$ cat src/rtl/sword_attack_sequencer_if.sv
// Sword sequencer bus: game-logic and raster inputs, animation state and
// ROM-address outputs.
interface sword_attack_sequencer_if;
  logic       frame_start;
  logic       attack_req;
  logic [1:0] dir;
  logic [9:0] sprite_x;
  logic [9:0] sprite_y;
  logic [9:0] DrawX;
  logic [9:0] DrawY;
  logic       busy;
  logic       sword_active;
  logic [1:0] anim_frame;
  logic [1:0] dir_latched;
  logic       done;
  logic [9:0] rom_address;
  logic       pix_en;

  modport master (
    output frame_start, attack_req, dir, sprite_x, sprite_y, DrawX, DrawY,
    input  busy, sword_active, anim_frame, dir_latched, done, rom_address, pix_en
  );

  modport slave (
    input  frame_start, attack_req, dir, sprite_x, sprite_y, DrawX, DrawY,
    output busy, sword_active, anim_frame, dir_latched, done, rom_address, pix_en
  );
endinterface

$ cat src/rtl/sword_attack_sequencer.sv
// Sword-attack animation sequencer: frame-boundary state machine plus a
// registered sprite-ROM address / pixel-enable pipeline.
module sword_attack_sequencer #(
  parameter int NUM_FRAMES  = 4,
  parameter int FRAME_HOLD  = 6,
  parameter int COOLDOWN    = 8,
  parameter int SPRITE_SIZE = 32
) (
  input  logic                    vga_clk,
  input  logic                    reset_n,
  sword_attack_sequencer_if.slave bus
);

  localparam int HW     = (FRAME_HOLD > 1) ? $clog2(FRAME_HOLD) : 1;
  localparam int CW     = (COOLDOWN > 1) ? $clog2(COOLDOWN) : 1;
  localparam int STAGES = 1;

  localparam logic [HW-1:0] HOLD_LAST  = HW'(FRAME_HOLD - 1);
  localparam logic [CW-1:0] COOL_LAST  = CW'((COOLDOWN > 0) ? COOLDOWN - 1 : 0);
  localparam logic [1:0]    FRAME_LAST = 2'(NUM_FRAMES - 1);
  localparam logic [10:0]   SZ         = 11'(SPRITE_SIZE);

  typedef enum logic [1:0] {IDLE, ACTIVE, COOL} state_t;

  state_t        state;
  logic          pending;
  logic [HW-1:0] hold_cnt;
  logic [CW-1:0] cool_cnt;
  logic          busy, sword_active, done;
  logic [1:0]    anim_frame, dir_latched;

  // State only moves on frame_start so the sprite never changes mid-scan.
  always_ff @(posedge vga_clk or negedge reset_n) begin
    if (!reset_n) begin
      state        <= IDLE;
      pending      <= 1'b0;
      hold_cnt     <= '0;
      cool_cnt     <= '0;
      busy         <= 1'b0;
      sword_active <= 1'b0;
      anim_frame   <= 2'd0;
      dir_latched  <= 2'd0;
      done         <= 1'b0;
    end else begin
      done <= 1'b0;
      if (state == IDLE && bus.attack_req && !bus.frame_start)
        pending <= 1'b1;
      if (bus.frame_start) begin
        case (state)
          IDLE: begin
            if (pending || bus.attack_req) begin
              state        <= ACTIVE;
              pending      <= 1'b0;
              busy         <= 1'b1;
              sword_active <= 1'b1;
              anim_frame   <= 2'd0;
              hold_cnt     <= '0;
              dir_latched  <= bus.dir;
            end
          end
          ACTIVE: begin
            if (hold_cnt == HOLD_LAST) begin
              hold_cnt <= '0;
              if (anim_frame == FRAME_LAST) begin
                done         <= 1'b1;
                sword_active <= 1'b0;
                cool_cnt     <= '0;
                if (COOLDOWN == 0) begin
                  state <= IDLE;
                  busy  <= 1'b0;
                end else begin
                  state <= COOL;
                end
              end else begin
                anim_frame <= anim_frame + 2'd1;
              end
            end else begin
              hold_cnt <= hold_cnt + 1'b1;
            end
          end
          COOL: begin
            if (cool_cnt == COOL_LAST) begin
              state <= IDLE;
              busy  <= 1'b0;
            end else begin
              cool_cnt <= cool_cnt + 1'b1;
            end
          end
          default: begin
            state        <= IDLE;
            busy         <= 1'b0;
            sword_active <= 1'b0;
          end
        endcase
      end
    end
  end

  // Hit test at 11 bits so a sprite hanging off the right/bottom edge cannot wrap.
  logic        hit;
  logic [10:0] dx, dy, dxm;
  logic [9:0]  addr;

  always_comb begin
    dx   = {1'b0, bus.DrawX} - {1'b0, bus.sprite_x};
    dy   = {1'b0, bus.DrawY} - {1'b0, bus.sprite_y};
    dxm  = (dir_latched == 2'd2) ? (SZ - 11'd1 - dx) : dx;
    hit  = sword_active
         && ({1'b0, bus.DrawX} >= {1'b0, bus.sprite_x})
         && ({1'b0, bus.DrawX} <  ({1'b0, bus.sprite_x} + SZ))
         && ({1'b0, bus.DrawY} >= {1'b0, bus.sprite_y})
         && ({1'b0, bus.DrawY} <  ({1'b0, bus.sprite_y} + SZ));
    addr = 10'(dy * SZ) + 10'(dxm);
  end

  logic [9:0]      rom_address;
  logic [STAGES:0] vld_pipe;

  // vld_pipe[0] tracks rom_address; the last stage lines up with ROM q.
  always_ff @(posedge vga_clk or negedge reset_n) begin
    if (!reset_n) begin
      rom_address <= '0;
      vld_pipe    <= '0;
    end else begin
      rom_address <= hit ? addr : '0;
      vld_pipe    <= {vld_pipe[STAGES-1:0], hit};
    end
  end

  assign bus.busy         = busy;
  assign bus.sword_active = sword_active;
  assign bus.anim_frame   = anim_frame;
  assign bus.dir_latched  = dir_latched;
  assign bus.done         = done;
  assign bus.rom_address  = rom_address;
  assign bus.pix_en       = vld_pipe[STAGES];

endmodule

$ cat src/flat_wrapper.sv
// flat-port wrapper written by rule: the top's interface ports become plain ports
module sword_attack_sequencer_flat 
#(
  parameter int NUM_FRAMES  = 4,
  parameter int FRAME_HOLD  = 6,
  parameter int COOLDOWN    = 8,
  parameter int SPRITE_SIZE = 32
)
  (vga_clk, reset_n, bus_frame_start, bus_attack_req, bus_dir, bus_sprite_x, bus_sprite_y, bus_DrawX, bus_DrawY, bus_busy, bus_sword_active, bus_anim_frame, bus_dir_latched, bus_done, bus_rom_address, bus_pix_en);
  sword_attack_sequencer_if bus_i ();
  input  logic vga_clk;
  input  logic reset_n;
  input wire logic [$bits(bus_i.frame_start)-1:0] bus_frame_start;
  input wire logic [$bits(bus_i.attack_req)-1:0] bus_attack_req;
  input wire logic [$bits(bus_i.dir)-1:0] bus_dir;
  input wire logic [$bits(bus_i.sprite_x)-1:0] bus_sprite_x;
  input wire logic [$bits(bus_i.sprite_y)-1:0] bus_sprite_y;
  input wire logic [$bits(bus_i.DrawX)-1:0] bus_DrawX;
  input wire logic [$bits(bus_i.DrawY)-1:0] bus_DrawY;
  output wire logic [$bits(bus_i.busy)-1:0] bus_busy;
  output wire logic [$bits(bus_i.sword_active)-1:0] bus_sword_active;
  output wire logic [$bits(bus_i.anim_frame)-1:0] bus_anim_frame;
  output wire logic [$bits(bus_i.dir_latched)-1:0] bus_dir_latched;
  output wire logic [$bits(bus_i.done)-1:0] bus_done;
  output wire logic [$bits(bus_i.rom_address)-1:0] bus_rom_address;
  output wire logic [$bits(bus_i.pix_en)-1:0] bus_pix_en;
  assign bus_i.frame_start = bus_frame_start;
  assign bus_i.attack_req = bus_attack_req;
  assign bus_i.dir = bus_dir;
  assign bus_i.sprite_x = bus_sprite_x;
  assign bus_i.sprite_y = bus_sprite_y;
  assign bus_i.DrawX = bus_DrawX;
  assign bus_i.DrawY = bus_DrawY;
  assign bus_busy = bus_i.busy;
  assign bus_sword_active = bus_i.sword_active;
  assign bus_anim_frame = bus_i.anim_frame;
  assign bus_dir_latched = bus_i.dir_latched;
  assign bus_done = bus_i.done;
  assign bus_rom_address = bus_i.rom_address;
  assign bus_pix_en = bus_i.pix_en;
  sword_attack_sequencer #(.NUM_FRAMES(NUM_FRAMES), .FRAME_HOLD(FRAME_HOLD), .COOLDOWN(COOLDOWN), .SPRITE_SIZE(SPRITE_SIZE)) u_core (.vga_clk(vga_clk), .reset_n(reset_n), .bus(bus_i));
endmodule
$ cat config.mk
export PLATFORM = sky130hd
export DESIGN_NAME = sword_attack_sequencer_flat
export DESIGN_NICKNAME = d
export VERILOG_FILES = /design/src/rtl/sword_attack_sequencer_if.sv /design/src/rtl/sword_attack_sequencer.sv /design/src/flat_wrapper.sv
export SDC_FILE = /design/constraint.sdc
export NUM_CORES = 1
export LEC_CHECK = 0
export CAP_MARGIN = 20
export CORE_ASPECT_RATIO = 0.6
export CORE_MARGIN = 5
export CORE_UTILIZATION = 50
export CTS_BUF_LIST = sky130_fd_sc_hd__clkbuf_4 sky130_fd_sc_hd__clkbuf_8 sky130_fd_sc_hd__clkbuf_16
export DETAILED_ROUTE_END_ITERATION = 12
export GPL_TIMING_DRIVEN = 0
export PLACE_DENSITY_LB_ADDON = 0.15
export SETUP_SLACK_MARGIN = 0.15
export SLEW_MARGIN = 20
export SYNTH_ARGS = -nofsm -noshare
export SYNTH_HDL_FRONTEND = slang
export SYNTH_SLANG_ARGS = --single-unit
$ cat constraint.sdc
create_clock -name vga_clk -period 3.3 [get_ports vga_clk]
set_input_delay 0.495 -clock vga_clk [delete_from_list [all_inputs] [get_ports vga_clk]]
set_output_delay 0.495 -clock vga_clk [all_outputs]
set_load 0.02 [all_outputs]
# Yosys cells after proc, flatten, opt, wreduce, memory -nomap -nowiden
# Index checks and enable logic that the tools add are counted.
[word_totals]
register_bits = 28
elab_cells = 88
[classes]
n_addsub = 9
n_lt_le_gt_ge = 4
n_eq_ne = 12
mux = 32
bitwise = 2
reduce_logical = 18
[ops]
columns = ["op", "n"]
rows = [
  ["$add A10 B6 Y11 const B", 2],
  ["$lt A10 B11 Y1", 2],
  ["$ge A10 B10 Y1", 2],
  ["$mux W10", 2],
  ["$reduce_and A5 Y1", 4],
  ["$mux W3", 5],
  ["$mux W2", 7],
  ["$mux W1", 12],
  ["$pmux W3 S2", 2],
  ["$add A10 B10 Y10", 1],
  ["$sub A10 B10 Y10", 1],
  ["$sub A5 B10 Y10 const A", 1],
  ["$add A3 B1 Y3 const B", 2],
  ["$eq A2 B2 Y1 const B", 3],
  ["$eq A3 B3 Y1 const B", 2],
  ["$logic_and A1 B1 Y1", 6],
  ["$ne A2 B1 Y1 const B", 3],
  ["$ne A2 B2 Y1 const B", 3],
  ["$pmux W1 S3", 2],
  ["$pmux W2 S3", 1],
  ["$reduce_and A3 Y1", 2],
  ["$sub A5 B5 Y5", 1],
  ["$pmux W2 S2", 1],
  ["$reduce_and A4 Y1", 1],
  ["7 further kinds", 9],
]

# Depth between registers and ports, before layout
# Gate-level depths: netlist (run 1).
[depth]
depth_word = 7
depth_mapped = 18
depth_no_buf = 18

# Least setup slack after synthesis (run 1)
# Ideal clock, no wire load.
[synth_path]
path_kind = "input to register"
startpoint = "input bus_DrawX[0]"
endpoint = "register u_core.rom_address[9], in the netlist u_core.bus.rom_address[9]"
setup_ns = 0.121
arrival_time_ns = 3.385
t_required_ns = 3.179
path_slack_ns = -0.206
cell_stages = 18
n_path_buf = 0
cell_sequence = "inv_1 ha_1 inv_1 fa_1 a211oi_2 o21bai_1 a21oi_2 xnor2_1 o21ai_0 xnor2_1 ha_1 a21o_1 a21oi_1 xnor2_1 xnor2_1 xnor2_1 xnor2_1 nor2_1"
[synth_via]
elab_chain_cells = 6
elab_cells_between_ends = 11
[synth_rtl]
columns = ["element", "line", "rtl"]
rows = [
  ["start, declared", "flat_wrapper.sv:18", "input wire logic [$bits(bus_i.DrawX)-1:0] bus_DrawX;"],
  ["parallel branches: the longest is 5 deep, another holds $sub A10 B10 Y10", "-", ""],
  ["$mux W10 (*)", "sword_attack_sequencer.sv:125", "rom_address <= hit ? addr : '0;"],
  ["end signal, assigned", "sword_attack_sequencer.sv:125", ""],
  ["end, declared", "sword_attack_sequencer.sv:116", "logic [9:0] rom_address;"],
]
# Every way passes the cells marked *.
# A chain may end at the register's enable or synchronous reset.

# Worst setup path after layout (run 1)
# Ends and elaborated chain as after synthesis.

==> summary.md, run 1 <==
| Metric | Value |
|---|---|
| Run status | finished with violations |
| Failing checks | negative setup slack |
| Max-Cap Viols | 0 |
| Clock root buffer master | clkbuf_8 |
| Post-synth net total | 386 |
| Final Core Density | 75.6% |
| Share of power burned in the clock network | 13.4% |
| Number of cells in the design after placement | 426 |
| Comb pwr share | 61.7% |
| Global-route wire length before repair | 10400 µm |
| Via count of the first global-routing pass | 2271 |
| Number of nets with antenna violations after detailed routing | 0 |
| I/O pin total | 64 |
| Switching power of the nets | 0.767 mW |
| Fraction of power spent switching nets | 39.2% |
| Remaining global-route overflow | 0 |
| Antenna fix cells | 0 |
| Fin cells | 457 |
| Highest-count cells in the layout ignoring fill and taps | clkdlybuf4s50_1, ha_1, dfrtp_1 |
| Max incr delay on CP | 0.36 ns |
| Total power | 1.96 mW |
| Highest clock frequency the design can meet | 0.286 GHz |
| Chip width | 103 µm |
| DR WL/cell | 15.0 µm |
| Mean area per synthesized cell | 8.62 µm² |
| Unrepaired setup endpoints after global routing | yes |
| Area growth from synthesis to layout | 47.5% |
| Synthesized flop and latch total | 28 |
| Transition time of the tightest slew-check pin | 1.04 ns |
| Remaining routing DRC violations | 0 |
| Detailed Place HPWL | 4850 µm |
| Number of distinct library cells after synthesis | 46 |
| WS Path Type | in -> reg |
| Number of violations reported at the end of detailed-routing iteration 0 | 128 |
| Cts bufs inserted | 3 |
| DIE AREA | 0.00671 mm² |
| Async set or reset register ratio after synthesis | 100% |
| Worst path most repeated cell | xnor2_1 |
| Portion of the clock cycle consumed by the worst path in the final layout | 106% |
| Clk_lat worst skew | 0.27 ns |
| DIE HEIGHT | 65.5 µm |
| Arrival time reported for the critical path endpoint | 3.65 ns |
| Maximum fanout encountered on the critical timing path | 4 |
| Max-slew violations | 0 |
| DR vias/cell | 5.49 |
| Post-synth EDFFs | 0 |
| Path class of the lowest-slack min-delay path | in -> async |
| Floorplan row count | 20 |
| Cell area after technology mapping | 0.00257 mm² |
| Startpoint Class | primary input |
| Sequential area share after synthesis | 27.3% |
| Skew final | 0.00802 ns |
| Cell with the largest stage delay on the worst path | fa_2 |
| Port Buf Inserts | 62 |
| Initial Util | 51.3% |
| TritonCTS clock tree | yes |
| Crit. End Element | register |
| H-tree lvl count | 1 |
| Worst hold margin | 0.216 ns |
| Core area | 0.00500 mm² |
| Clk slew on worst S/H paths | 0.09 ns |
| Final Routed Wirelength | 6850 µm |
| Worst IR Drop VDD | 0.000337 V |
| Largest net degree at the start of global routing | 29 |
| 1st-pass router iterations | 5 |
| Synth Flop Type | dfrtp_1 |
| Share of final-layout standard cells stronger than drive strength 1 | 18.9% |
| Number of clock sinks seen by CTS | 28 |
| Final setup vio count | 2 |
| Worst path top cell family by delay | XOR/XNOR gates |
| Count of yosys warnings during synthesis | 0 |
| Cells after Synth | 298 |
| Deepest clock path buffer count | 2 |
| Sequential power share | 24.9% |
| Fin crit period | 3.49 ns |
| Initial antenna violation count | 0 |
| Critical Path RT | 3.46 ns |
| Overall via count from detail_route | 2510 |
| Slew Limit Headroom | 29.8% |
| P per Cell Area | 517 mW/mm² |
| Weighted congestion reported at the end of routability-driven placement | 0.842 |
| Count of hold buffers inserted by post-cts repair | 0 |
| Total routing resource utilization after global routing | 19.2% |
| Final Net Count | 480 |
| CP bufs+invs | 4 |
| Internal Dissipation | 1.19 mW |
| Hold Fails Final Rpt | 0 |
| Reported leakage power | 1.73 nW |
| Least setup slack across all paths after layout | -0.191 ns |
| Series of cell instances along the critical path | buf_6, inv_4, ha_4, inv_4, fa_2, a211oi_2, o21bai_1, a21oi_2, xnor2_2, buf_4, xnor2_4, fa_2, a21o_1, a21oi_2, xnor2_1, xnor2_1, xnor2_1, xnor2_1, nor2_1 |
| Leading cell type in the layout, fill and taps excluded | clkdlybuf4s50_1 |
[repair_timing]
item,in CTS,in global routing
endpoints found under the setup margin,2,2
resized for setup,51,21
pin swaps,29,28
setup buffers,20,7
[Yosys cell counts (4+ instances only)]
master | count | area (µm²)
clkbuf_1 | 4 | 15.0
nand2_1 | 21 | 78.8
a21oi_1 | 20 | 100
a31oi_1 | 4 | 25.0
o21ai_0 | 24 | 120
nor3_1 | 5 | 25.0
nand2b_1 | 5 | 31.3
xnor2_1 | 22 | 193
a21o_1 | 6 | 45.0
ha_1 | 39 | 488
nor2_1 | 22 | 82.6
inv_1 | 33 | 124
nand3_1 | 7 | 35.0
dfrtp_1 | 28 | 701
nor2b_1 | 5 | 31.3
xor2_1 | 6 | 52.6
[state kept, by name, summed over array words and instances, names as in the netlist]
signal                   count
u_core.hold_cnt              3
u_core.bus.rom_address      10
u_core.pending               1
u_core.state                 2
u_core.bus.sword_active      1
u_core.cool_cnt              3
u_core.bus.anim_frame        2
u_core.bus.dir_latched       2
u_core.vld_pipe              2
u_core.bus.done              1
u_core.bus.busy              1
[power groups by stage]
stage | sequential (mW) | clock (mW) | combinational, mW
after floorplan | 0.528 | 0 | 0.654
after global placement | 0.489 | 0 | 0.950
after detailed placement | 0.492 | 0 | 0.975
after CTS | 0.485 | 0.270 | 1.10
after global routing | 0.501 | 0.287 | 1.32
final | 0.487 | 0.262 | 1.21
[metal layers]
| metal | up-vias | track usage (%) | wire (µm) |
|---|---|---|---|
| li1 | 1245 | - | - |
| met1 | 1163 | 29.1 | 3220 |
| met2 | 90 | 29.6 | 3110 |
| met3 | 12 | 3.29 | 412 |
| met4 | 0 | 1.64 | 103 |
| met5 | - | 0 | 0 |
[metrics by stage]
step | setup slack [ns] | TNS, ns | cell area, µm²
detailed placement | -0.911 | -1.48 | 3280
CTS | -0.0217 | -0.0217 | 3640
global route | -0.334 | -0.435 | 3790
floorplan | -0.0847 | -0.0847 | 2580
finish | -0.191 | -0.213 | 3790
global placement | -0.808 | -1.24 | 3290
[final timing paths]
| check | from | endpoint | slack [ns] | depth (start not counted) |
|---|---|---|---|---|
| setup / recovery | bus_DrawX[0] | u_core.bus.rom_address[9]$_DFF_PN0_ | -0.19 | 19 |
| setup reg to reg | u_core.bus.dir_latched[0]$_DFFE_PN0P_ | u_core.bus.rom_address[9]$_DFF_PN0_ | 0.30 | 12 |
| max in group asynchronous | reset_n | u_core.bus.rom_address[9]$_DFF_PN0_ | 2.68 | 1 |
| hold reg to reg | u_core.vld_pipe[0]$_DFF_PN0_ | u_core.vld_pipe[1]$_DFF_PN0_ | 0.36 | 0 |
| hold / removal | reset_n | u_core.hold_cnt[2]$_DFFE_PN0P_ | 0.22 | 1 |
| min in group vga_clk | u_core.vld_pipe[0]$_DFF_PN0_ | u_core.vld_pipe[1]$_DFF_PN0_ | 0.36 | 0 |
[logic make-up after synthesis]
kind of cell | Yosys count | share of synthesized area, %
fa+ha+maj | 42 | 21.3
mux | 2 | 0.877
buf+inv | 38 | 5.60
compound gates | 89 | 22.8
simple gates | 71 | 12.5
xor+xnor | 28 | 9.55
flops | 28 | 27.3
[cell type report]
class | instances | area, µm²
clock inverter | 1 | 30.0
tap | 66 | 82.6
timing repair buffer | 89 | 810
buffer | 5 | 20.0
clock buffer | 3 | 41.3
multi-input combinational | 232 | 1970
fill | 347 | 1220
sequential | 28 | 701
inverter | 33 | 129
Power figures use the tool's default switching activity.
==> run 2: changes to the inputs <==
Settings changed: SKIP_LAST_GASP from default to 1, SLEW_MARGIN 20 to default.
==> run 2 against run 1 <==
Net effect: the run still ends with negative setup slack left; routed wire length shrank 5.6%; critical path depth is the same; sequential power is essentially flat; via count shrank 1.4%; sequential share of layout area grew 0.22 points; first-iteration DRC count shrank 32%; clock skew grew 0.0018 ns; cell count shrank 0.44%; largest power group unchanged; highest routed layer unchanged.
==> summary.md, run 2 (synthesis results as in run 1) <==
| Metric | Value |
|---|---|
| Hold Fails Final Rpt | 0 (unchanged) |
| Portion of the clock cycle consumed by the worst path in the final layout | 101% (-4.5 points) |
| Critical Path RT | 3.46 ns (about the same) |
| Run status | finished with violations |
| Setup TNS | -0.0496 ns (+0.163 ns) |
| Fin crit period | 3.34 ns (-0.149 ns) |
| Hold path startpoint | u_core.vld_pipe[0]$_DFF_PN0_ |
| Failing checks | negative setup slack |
| DIE HEIGHT | 65.5 µm (unchanged) |
| Final Net Count | 478 (-0.42%) |
| Path class of the lowest-slack min-delay path | reg -> reg |
| Slew Limit Headroom | 29.5% (-0.37 points) |
| P per Cell Area | 533 mW/mm² (+3.2%) |
| Maximum fanout encountered on the critical timing path | 4 (unchanged) |
| Arrival time reported for the critical path endpoint | 3.50 ns (-0.15 ns) |
| DR WL/cell | 14.2 µm (-5.2%) |
| TritonCTS clock tree | yes |
| WS Path Type | in -> reg |
| Startpoint Class | primary input |
| Cts bufs inserted | 3 (unchanged) |
| Post-route cell area | 0.00374 mm² (-1.2%) |
| Share of final-layout standard cells stronger than drive strength 1 | 18.0% (-0.93 points) |
| Transition time of the tightest slew-check pin | 1.04 ns (+0.00543 ns) |
| Weighted congestion reported at the end of routability-driven placement | 0.842 (unchanged) |
| Floorplan row count | 20 (unchanged) |
| Final Core Density | 74.8% (-0.87 points) |
| Deepest clock path buffer count | 2 (unchanged) |
| Initial Util | 51.3% (unchanged) |
| Max-slew violations | 0 (unchanged) |
| Clk slew on worst S/H paths | 0.10 ns (about the same) |
| Worst hold margin | 0.359 ns (+0.144 ns) |
| H-tree lvl count | 1 (unchanged) |
| Clock root buffer master | clkbuf_8 |
| Worst slack, placed | -0.880 ns (+0.0311 ns) |
| Total routing resource utilization after global routing | 19.5% (+0.29 points) |
| Largest net degree at the start of global routing | 22 (-24%) |
| Worst r2r src | u_core.bus.dir_latched[0]$_DFFE_PN0P_ |
| Global-route wire length before repair | 10600 µm (+2.3%) |
| Number of clock sinks seen by CTS | 28 (unchanged) |
| Flip-flop count of the largest register after layout | 10 (unchanged) |
| Crit. End Element | register |
| Reported leakage power | 1.70 nW (-1.8%) |
| Chip width | 103 µm (unchanged) |
| Remaining routing DRC violations | 0 (unchanged) |
| DR vias/cell | 5.44 (-0.92%) |
| Area growth from synthesis to layout | 45.8% |
| Total power | 2.00 mW (+2.1%) |
| Worst IR Drop VDD | 0.000317 V (-6.1%) |
| Placement Cell Area | 0.00330 mm² (+0.61%) |
| Largest Register | u_core.bus.rom_address |
| Least setup slack across all paths after layout | -0.0420 ns (+0.149 ns) |
| DIE AREA | 0.00671 mm² (unchanged) |
| Via count of the first global-routing pass | 2362 (+4.0%) |
| Port Buf Inserts | 62 (unchanged) |
| Final setup vio count | 2 (unchanged) |
| Leading cell type in the layout, fill and taps excluded | clkdlybuf4s50_1 |
| Skew final | 0.00986 ns (+0.00184 ns) |
| Final Routed Wirelength | 6470 µm (-5.6%) |
| Highest clock frequency the design can meet | 0.299 GHz (+4.5%) |
| Fin cells | 455 (-0.44%) |
| Initial antenna violation count | 0 (unchanged) |
| Number of nets with antenna violations after detailed routing | 0 (unchanged) |
| Flip-flop and latch area | 701 µm² (unchanged) |
| Core area | 0.00500 mm² (unchanged) |
| Remaining global-route overflow | 0 (unchanged) |
| Unrepaired setup endpoints after global routing | yes |
| Highest-count cells in the layout ignoring fill and taps | clkdlybuf4s50_1, ha_1, dfrtp_1 |
| Max-Cap Viols | 0 (unchanged) |
| Total area of multi-input combinational cells | 0.00194 mm² (-1.9%) |
| Leading registers by flop count | u_core.bus.rom_address: 10 flops, u_core.cool_cnt: 3 flops, u_core.hold_cnt: 3 flops |
| Clk_lat worst skew | 0.27 ns (about the same) |
| Crit. Startpoint | bus_DrawX[0] |
| Number of violations reported at the end of detailed-routing iteration 0 | 87 (-32%) |
| Overall via count from detail_route | 2476 (-1.4%) |
| Antenna fix cells | 0 (unchanged) |
| Number of fill cells in the layout | 374 (+7.8%) |
| Number of cells in the design after placement | 427 (+0.23%) |
| I/O pin total | 64 (unchanged) |
| Count of hold buffers inserted by post-cts repair | 0 (unchanged) |
| 1st-pass router iterations | 4 (-1) |
| Detailed Place HPWL | 4850 µm (about the same) |
[run 2: cell count changes in the layout (fill, tap and decap cells not counted), moves of 2 or more]
| cell | delta |
|---|---|
| buf_4 | -3 |
| dlygate4sd2_1 | +3 |
| o21ai_2 | +3 |
| a21oi_2 | +2 |
| clkdlybuf4s50_1 | +2 |
| dlymetal6s2s_1 | -2 |
| o21ai_1 | -2 |
[run 2: layout make-up]
class | instances | area share [%]
multi-input cells | 232 | 51.7
clock inverters | 1 | 0.802
plain buffers | 5 | 0.535
inverters | 33 | 3.44
clock buffers | 3 | 1.10
flip-flops and latches | 28 | 18.7
well taps | 66 | 2.21
repair buffers | 87 | 21.5
[run 2: per-layer routing]
| layer | up-vias | share of wire (%) | track usage, % |
|---|---|---|---|
| met3 | 4 | 5.7 | 2.97 |
| met2 | 71 | 46 | 31.6 |
| met5 | - | 0 | 0 |
| met4 | 0 | 0.56 | 1.64 |
| met1 | 1159 | 48 | 28.5 |
| li1 | 1242 | - | - |
[run 2: what timing repair did]
item / in CTS / in global routing
endpoints found under the setup margin: 2 / 2
pin swaps: 31 / 18
buffers inserted: 18 / 6
resized for setup: 54 / 8
[run 2: path summary, 6_finish.rpt]
kind,end,cells past startpoint,slack (ns)
max reg2reg,u_core.bus.rom_address[9]$_DFF_PN0_,12,0.33
min in group asynchronous,u_core.hold_cnt[1]$_DFFE_PN0P_,1,0.49
max,u_core.bus.rom_address[9]$_DFF_PN0_,19,-0.04
max in group asynchronous,u_core.cool_cnt[2]$_DFFE_PN0P_,2,2.33
min reg2reg,u_core.vld_pipe[1]$_DFF_PN0_,0,0.36
min,u_core.vld_pipe[1]$_DFF_PN0_,0,0.36
[run 2: power by group]
part	total, mW	leakage (nW)	switching, mW	internal [mW]
Clock	0.266	0.0357	0.103	0.162
Sequential	0.488	0.356	0.0652	0.422
Combinational	1.24	1.31	0.608	0.634
[run 2: critical path: stages]
cell and delay [ns]:
buf_6 0.09, inv_4 0.05, ha_4 0.13, inv_4 0.04, fa_2 0.36, a211oi_2 0.21, o21bai_1 0.10, a21oi_2 0.17
xnor2_2 0.13, buf_4 0.16, xnor2_2 0.15, fa_2 0.35, a21o_1 0.18, a21oi_2 0.16, xnor2_1 0.10, xnor2_1 0.25
xnor2_1 0.18, xnor2_1 0.15, nor2_1 0.06
